`src/rtl/fetch_trace_buffer.sv`:
```
// fetch_trace_buffer: queues fetched (PC, instruction) pairs and releases one to the display per StepClk rise; TRACE_FREEZE_EN adds a Freeze capture-inhibit port
module fetch_trace_buffer #(
  parameter int DEPTH = 16,
  parameter bit SHOW_UPPER = 1'b0
) (
  input  logic                      Clk,
  input  logic                      Reset,
  input  logic                      FetchValid,
  input  logic [31:0]               PCResult,
  input  logic [31:0]               Instruction,
  input  logic                      StepClk,
`ifdef TRACE_FREEZE_EN
  input  logic                      Freeze,
`endif
  output logic [15:0]               NumberA,
  output logic [15:0]               NumberB,
  output logic [$clog2(DEPTH):0]    Count,
  output logic                      Overflow
);
  localparam int AW = $clog2(DEPTH);
  localparam logic [AW:0] FULL_COUNT = (AW+1)'(DEPTH);
  logic [31:0]   mem [DEPTH];
  logic [AW-1:0] wr_ptr, rd_ptr;
  logic          s1, s2, s3;
  logic          step, frz, full, empty, want, push, pop;
`ifdef TRACE_FREEZE_EN
  assign frz = Freeze;
`else
  assign frz = 1'b0;
`endif
  assign step  = s2 & ~s3;
  assign full  = Count == FULL_COUNT;
  assign empty = Count == '0;
  assign want  = FetchValid & ~frz;
  assign pop   = step & ~empty;
  assign push  = want & (~full | pop);
  // two-flop synchroniser plus edge flop turns StepClk rises into one-cycle step pulses
  always_ff @(posedge Clk or posedge Reset)
    if (Reset) {s1, s2, s3} <= 3'b000;
    else {s1, s2, s3} <= {StepClk, s1, s2};
  // entries hold the two display fields, already selected for the chosen view
  always_ff @(posedge Clk)
    if (push) mem[wr_ptr] <= {SHOW_UPPER ? Instruction[31:16] : PCResult[15:0], Instruction[15:0]};
  // pointers, occupancy, display registers and sticky overflow
  always_ff @(posedge Clk or posedge Reset)
    if (Reset) begin
      wr_ptr   <= '0;
      rd_ptr   <= '0;
      Count    <= '0;
      NumberA  <= '0;
      NumberB  <= '0;
      Overflow <= 1'b0;
    end else begin
      if (push) wr_ptr <= wr_ptr + AW'(1);
      if (pop) begin
        rd_ptr  <= rd_ptr + AW'(1);
        NumberA <= mem[rd_ptr][31:16];
        NumberB <= mem[rd_ptr][15:0];
      end
      Count <= Count + (AW+1)'(push) - (AW+1)'(pop);
      if (want & full & ~pop) Overflow <= 1'b1;
    end
endmodule

```
`config.mk`:
```
export PLATFORM = sky130hd
export DESIGN_NAME = fetch_trace_buffer
export DESIGN_NICKNAME = d
export VERILOG_FILES = /design/src/rtl/fetch_trace_buffer.sv
export SDC_FILE = /design/constraint.sdc
export NUM_CORES = 1
export LEC_CHECK = 0
export CAP_MARGIN = 10
export CELL_PAD_IN_SITES_DETAIL_PLACEMENT = 1
export CELL_PAD_IN_SITES_GLOBAL_PLACEMENT = 2
export CORE_MARGIN = 1
export CORE_UTILIZATION = 30
export DETAILED_ROUTE_END_ITERATION = 6
export PLACE_DENSITY = 0.51
export SYNTH_ARGS = -nofsm -noshare
export SYNTH_HDL_FRONTEND = slang
export SYNTH_SLANG_ARGS = --single-unit
```
`constraint.sdc`:
```
create_clock -name Clk -period 7.1 [get_ports Clk]
set_input_delay 1.42 -clock Clk [delete_from_list [all_inputs] [get_ports Clk]]
set_output_delay 1.42 -clock Clk [all_outputs]
set_load 0.01 [all_outputs]
```
==> metrics, run 1 <==
dominant synthesized flop cell=edfxtp_1; fmax=296 MHz; crit path to=Count[4]; fin crit share=0.475; reg2reg start=Count[2]; core area=roughly 71,000 µm²; initial antenna violation count=0; clock sinks=561; Slew @ Worst Pin=about 1100 ps; R2R Path End=Count[4]; port buffer count=73; cts bufs inserted=a little over 60; router iterations before antenna repair=4; die area=about 73,000 µm²; Min-Delay Path Depth=0; pwr dens=between 300 and 400 nW/µm²; Via density=roughly 4.9; worst-path maximum fanout=36; Synth Net Count=a little over 1k; I/O Pins=around 110; status=finished, final reports clean; DRT iter0 DRCs=about 520; Clock Latency Late Sink=roughly 630 ps; Post-Syn Area=approximately 22,000 µm²; WL final=53,000 µm; Post-Synthesis Cells=between 900 and 1k; crit path DAT=3890 ps; clk root buf=clkbuf_16; setup ws final=3730 ps; Post-CTS Setup Repair Bufs=0; fraction of layout cells with a size suffix above 1=0.267; global route overflow=0; global-route wire length before repair=between 70,000 and 80,000 µm; Relative slew margins=0.256; MaxCap Viol Count=0; clk_skew=around 40 ps; worst hold margin=approximately 350 ps; Synth Register Bits=~560; Setup WS pre-CTS=3080 ps; GP Congestion=0.651; startpoint types=register; nets=1,130; CTS Hold Bufs=0; synth top area cells=edfxtp_1 71%, mux4_2 13%, dfrtp_1 5.7%, a221oi_2 2.1%, mux2i_1 1.5%; post-synth top area share=0.713; vias in the first global route=about 11k; standby leakage power=about 8 nW; clk slew on worst S/H paths=around 60 ps; Die Y=roughly 270 µm; starting density of the core=0.305; Diodes inserted=0; CP startpoint=Count[2]; Final Max Slew Viols=0; CP Data Required Time=7610 ps; DR DRC count=0; fin crit period=~3400 ps; number of synthesis warnings=0; CTS resizes=0; nature of the critical path endpoint=register; Total GRT Usage=0.147; Register-to-Register Path Depth=12; Post-synth EDFFs=512; sequential share of the synthesized area=0.770; critical path class=reg2reg; Hold Path Class=reg2reg; hpwl dp=between 20,000 and 30,000 µm; mean area per synthesized cell=22.8 µm²; ANT nets after route=0; row count=slightly below 100; die width=between 200 and 300 µm; CTS tree=yes; RSZ-0062 raised after global routing=false; fin util=0.359; wire length per cell=~26 µm; CTS H-tree lvls=2; pin count of the biggest net entering global routing=~80; final setup fails=0; number of distinct library cells after synthesis=38; endpoints failing hold=0; Async S/R FF share, synth=0.0873; largest area contributor in the netlist=edfxtp_1; Clock Path Buffers=3; Max VDD drop=around 0.21 mV; via count=between 9k and 10k; Total Negative Setup Slacks=0 ps; reg2reg setup slack=3730 ps; Synth-to-Final Area Change=17.4%
==> cells by family (layout without fill, tap and decap cells) <==
| family | Yosys count | after routing | share of synthesized area |
|---|---|---|---|
| buffers and inverters | 70 | 225 | 0.0175 |
| adders and majority gates | 12 | 12 | 0.00731 |
| DFF | 561 | 561 | 0.770 |
| muxes | 162 | 162 | 0.150 |
| xor gates and xnor gates | 10 | 10 | 0.00406 |
| and+or+nand+nor | 28 | 28 | 0.0109 |
| AOI/OAI and AO/OA | 104 | 104 | 0.0411 |
==> cell usage in the layout (no fill, tap or decap), types with 2 or more instances in the layout <==
| cell | n |
|---|---|
| clkinv_2 | 11 |
| mux4_2 | 128 |
| a221oi_2 | 30 |
| buf_4 | 25 |
| and4b_2 | 8 |
| a21oi_1 | 34 |
| inv_1 | 10 |
| clkbuf_16 | 63 |
| dfrtp_1 | 46 |
| ha_1 | 11 |
| mux2i_1 | 32 |
| a311oi_1 | 2 |
| mux2_2 | 2 |
| o22ai_1 | 32 |
| clkinv_1 | 14 |
| clkbuf_1 | 19 |
| nor4bb_4 | 3 |
| edfxtp_1 | 512 |
| nand3_1 | 3 |
| a221oi_1 | 2 |
| bufinv_16 | 3 |
| dfrtp_4 | 3 |
| xor2_1 | 6 |
| xnor2_1 | 4 |
| inv_6 | 2 |
| clkdlybuf4s50_1 | 73 |
| and4_2 | 4 |
==> sequential cells by signal (all words and copies together) (netlist names) <==
name	flops
rd_ptr	4
wr_ptr	4
NumberB	16
NumberA	16
s1	1
s2	1
Overflow	1
s3	1
mem	512
Count	5
==> power breakdown <==
part           total (mW)  switching [mW]  internal (mW)
combinational        2.59            1.32           1.26
clock                3.03            1.29           1.74
sequential           4.40           0.357           4.05
total                10.0            2.97           7.05
==> metal layers <==
| metal | share of wire | track usage | vias to the layer above |
|---|---|---|---|
| li1 | - | - | 4252 |
| met1 | 0.45 | 0.196 | 5476 |
| met2 | 0.49 | 0.247 | 166 |
| met3 | 0.041 | 0.0287 | 69 |
| met4 | 0.019 | 0.0365 | 0 |
| met5 | 0 | 0 | - |
==> area by class of cell <==
type,instances,area (µm²)
fill,6804,45300
clock buffer,83,1660
clock inverter,32,231
sequential,561,16600
tap,940,1180
inverter,11,41.3
timing repair buffer,99,938
multi-input combinational,316,4670
==> critical path, cell delays in order, from the launching register on <==
cell	delay, ps
dfrtp_1	410
inv_1	90
ha_1	150
or4b_2	580
buf_4	360
and2_2	320
ha_1	270
inv_1	40
ha_1	200
fa_1	440
a21oi_1	160
o21bai_1	90
xnor2_1	130
==> Yosys cell counts, types with 3 or more instances <==
| cell | instances |
|---|---|
| edfxtp_1 | 512 |
| mux4_2 | 128 |
| dfrtp_1 | 49 |
| a21oi_1 | 34 |
| mux2i_1 | 32 |
| o22ai_1 | 32 |
| a221oi_2 | 30 |
| buf_2 | 21 |
| clkbuf_1 | 20 |
| ha_1 | 11 |
| inv_1 | 11 |
| and4b_1 | 8 |
| buf_6 | 8 |
| buf_4 | 7 |
| xor2_1 | 6 |
| and4_1 | 4 |
| xnor2_1 | 4 |
| nand3_1 | 3 |
| nor4bb_1 | 3 |
==> through the flow <==
stage,power [mW],std cells,area [µm²]
final,10.0,2042,25300
after global routing,10.5,2042,25300
after CTS,10.3,2042,25300
after detailed placement,7.18,1927,23400
after global placement,7.15,1927,23400
after floorplan,6.15,947,21600
==> worst min path at each step <==
stage,startpoint,slack (ps),endpoint
6_report,s1,350,s2
5_1_grt,s1,360,s2
4_1_cts,s1,350,s2
3_5_place_dp,s1,340,s2
3_3_place_gp,s1,340,s2
2_1_floorplan,s1,330,s2
No activity file was read; power rests on OpenSTA's default activity.
==> inputs of run 2 (changes only) <==
PLACE_DENSITY = 0.53   (was 0.51)
clock period = 2.7 ns   (was 7.1 ns; I/O delays follow)
==> run 2 against run 1 <==
Compared with the run above: clock-buffer cell count is 13 higher; hold slack better by 4.4 ps; clock power grew to 2.8 times the previous value; sequential power grew to 2.6 times the previous value; total power grew to 2.7 times the previous value; register-to-register slack worse by 3600 ps; sequential share of layout area is 2.3 points lower; die area stayed put; wire length is 3.0% higher; design area is 3.6% higher; global-route usage is 0.53 points higher; first-iteration DRC count is 4.4% higher; largest cell class unchanged.
==> metrics, run 2 (same netlist as run 1, synthesis figures left out) <==
clk_skew=11.2 ps (-29.0 ps); clk slew on worst S/H paths=60 ps (about the same); Tot Pwr=27.5 mW (+170%); fin crit share=0.946 (+0.471); nature of the critical path endpoint=register; standby leakage power=8.44 nW (+4.5%); CTS H-tree lvls=3 (+1); global route overflow=0 (unchanged); CP bufs+invs=2 (-1); MaxCap Viol Count=0 (unchanged); die width=270 µm (unchanged); Worst path top cell family by delay=adder cells; via count=10.2k (+2.3%); Top cell by count, worst path=ha_4; die area=73,000 µm² (unchanged); max reg flops=512 (unchanged); Clock Path Buffers=3 (unchanged); Relative slew margins=0.390 (+0.135); port buffer count=73 (unchanged); # placed instances=1,961 (+1.8%); crit path DAT=3020 ps (-870 ps); core area=70,600 µm² (unchanged); largest registers=mem (512), NumberA (16), NumberB (16); power share of the clock group=0.307 (+0.005); pin count of the biggest net entering global routing=40 (-51%); worst-path maximum fanout=3 (-92%); nets=1,170 (+3.5%); worst-path cell chain=inv_1, ha_2, or4b_4, and2_4, ha_4, inv_2, ha_4, fa_2, a21oi_2, o21bai_1, xnor2_1; GP Congestion=0.664 (+2.1%); Slowest Stage Delay on Critical Path=460 ps (-120 ps); CTS tree=yes; share of power burned in registers=0.410 (-0.030); clock sinks=561 (unchanged); NetSw=8.03 mW (+170%); row count=97 (unchanged); clk root buf=clkbuf_16; fraction of layout cells with a size suffix above 1=0.299 (+0.0317); slowest library cell on the worst path=or4b_4; Final Max Slew Viols=0 (unchanged); Slew @ Worst Pin=915 ps (-202 ps); RSZ-0062 raised after global routing=false; WL final=54,600 µm (+3.0%); setup ws final=145 ps (-3580 ps); worst hold margin=354 ps (+4.35 ps); Setup WS pre-CTS=11.1 ps (-3070 ps); hpwl dp=29,600 µm (+8.0%); cts bufs inserted=66 (+8.2%); Total GRT Usage=0.153 (+0.00530); global-route wire length before repair=80,200 µm (+2.9%); critical path class=reg2reg; Max VDD drop=0.471 mV (+120%); Clock Latency Late Sink=580 ps (-50 ps); CTS Hold Bufs=0 (unchanged); Die Y=270 µm (unchanged); Hold Path Class=reg2reg; CP Data Required Time=3170 ps (-4440 ps); wire length per cell=26.3 µm (+1.1%); commonest non-fill, non-tap cells in the layout=512 x edfxtp_1, 128 x mux4_2, 73 x clkdlybuf4s50_1, 71 x clkbuf_16, 46 x dfrtp_1; fin crit period=2550 ps (-819 ps); final non-filler cell total=2,080 (+1.9%); vias in the first global route=11.5k (+2.3%); starting density of the core=0.305 (unchanged); internal power=19.5 mW (+180%); design area=26,200 µm² (+3.6%); fmax=391 MHz (+32%); placed cell area=24,200 µm² (+3.2%); router iterations before antenna repair=4 (unchanged); final setup fails=0 (unchanged); ANT nets after route=0 (unchanged); endpoints failing hold=0 (unchanged); logic gate share of total power=0.283 (+0.025); I/O Pins=106 (unchanged); pwr dens=1050 nW/µm² (+170%); # fillers=6,765 (-0.57%); Most flops, register=mem; status=finished, final reports clean; Via density=4.90 (+0.43%); switching part of the total=0.292 (-0.00476); Synth-to-Final Area Change=21.7%; startpoint types=register; most common cell after layout, fill and taps aside=edfxtp_1; DRT iter0 DRCs=547 (+4.4%); initial antenna violation count=2 (+2); DR DRC count=0 (unchanged)
## run 2: stage by stage
stage	TNS (ps)	util
2_1_floorplan	-11640	-
3_3_place_gp	0	0.342
3_5_place_dp	0	0.342
4_1_cts	0	0.371
5_1_grt	0	0.371
6_report	0	0.372
## run 2: final timing paths
| kind | slack [ps] | from | endpoint | cells past startpoint |
|---|---|---|---|---|
| setup reg to reg | 150 | Count[2] | Count[4] | 11 |
| setup / recovery | 150 | Count[2] | Count[4] | 11 |
| hold / removal | 350 | s1 | s2 | 0 |
| max in group asynchronous | 1630 | Reset | NumberB[0] | 3 |
| min in group asynchronous | 430 | Reset | NumberA[4] | 2 |
| hold reg to reg | 350 | s1 | s2 | 0 |
## run 2: cell type report
class / count / area [µm²] / area share
diodes: 1 / 2.50 / 0.0000954
repair buffers: 134 / 1630 / 0.0620
multi-input cells: 316 / 4740 / 0.181
well taps: 940 / 1180 / 0.0448
flip-flops and latches: 561 / 16600 / 0.633
clock buffers: 96 / 1890 / 0.0720
inverters: 11 / 41.3 / 0.00157
clock inverters: 21 / 154 / 0.00586
## run 2: per-layer routing
layer	global-route usage	wire, µm	part of all wire
met5	0	11	0.00020
met4	0.0399	1080	0.020
met3	0.0307	1940	0.036
met2	0.254	27000	0.49
met1	0.203	24600	0.45
## run 2: power groups by stage
stage	sequential [mW]	combinational [mW]	clock, mW
global placement	11.4	7.96	0
finish	11.3	7.80	8.47
CTS	11.3	8.02	8.72
floorplan	11.3	5.02	0
detailed placement	11.5	7.99	0
global route	11.4	8.42	9.03
## run 2: what timing repair did
action / CTS / global route
endpoints found under the setup margin: 0 / 1
gates resized for setup: 0 / 0
setup buffers: 0 / 1
## run 2: worst register-to-register path, delay by kind of cell, from the launching register on
family                     cells  cell delay [ps]
AOI/OAI and AO/OA              2              240
xor gates and xnor gates       1              120
adders and majority gates      4              920
buffers and inverters          2              120
DFF                            1              400
and+or+nand+nor                2              650
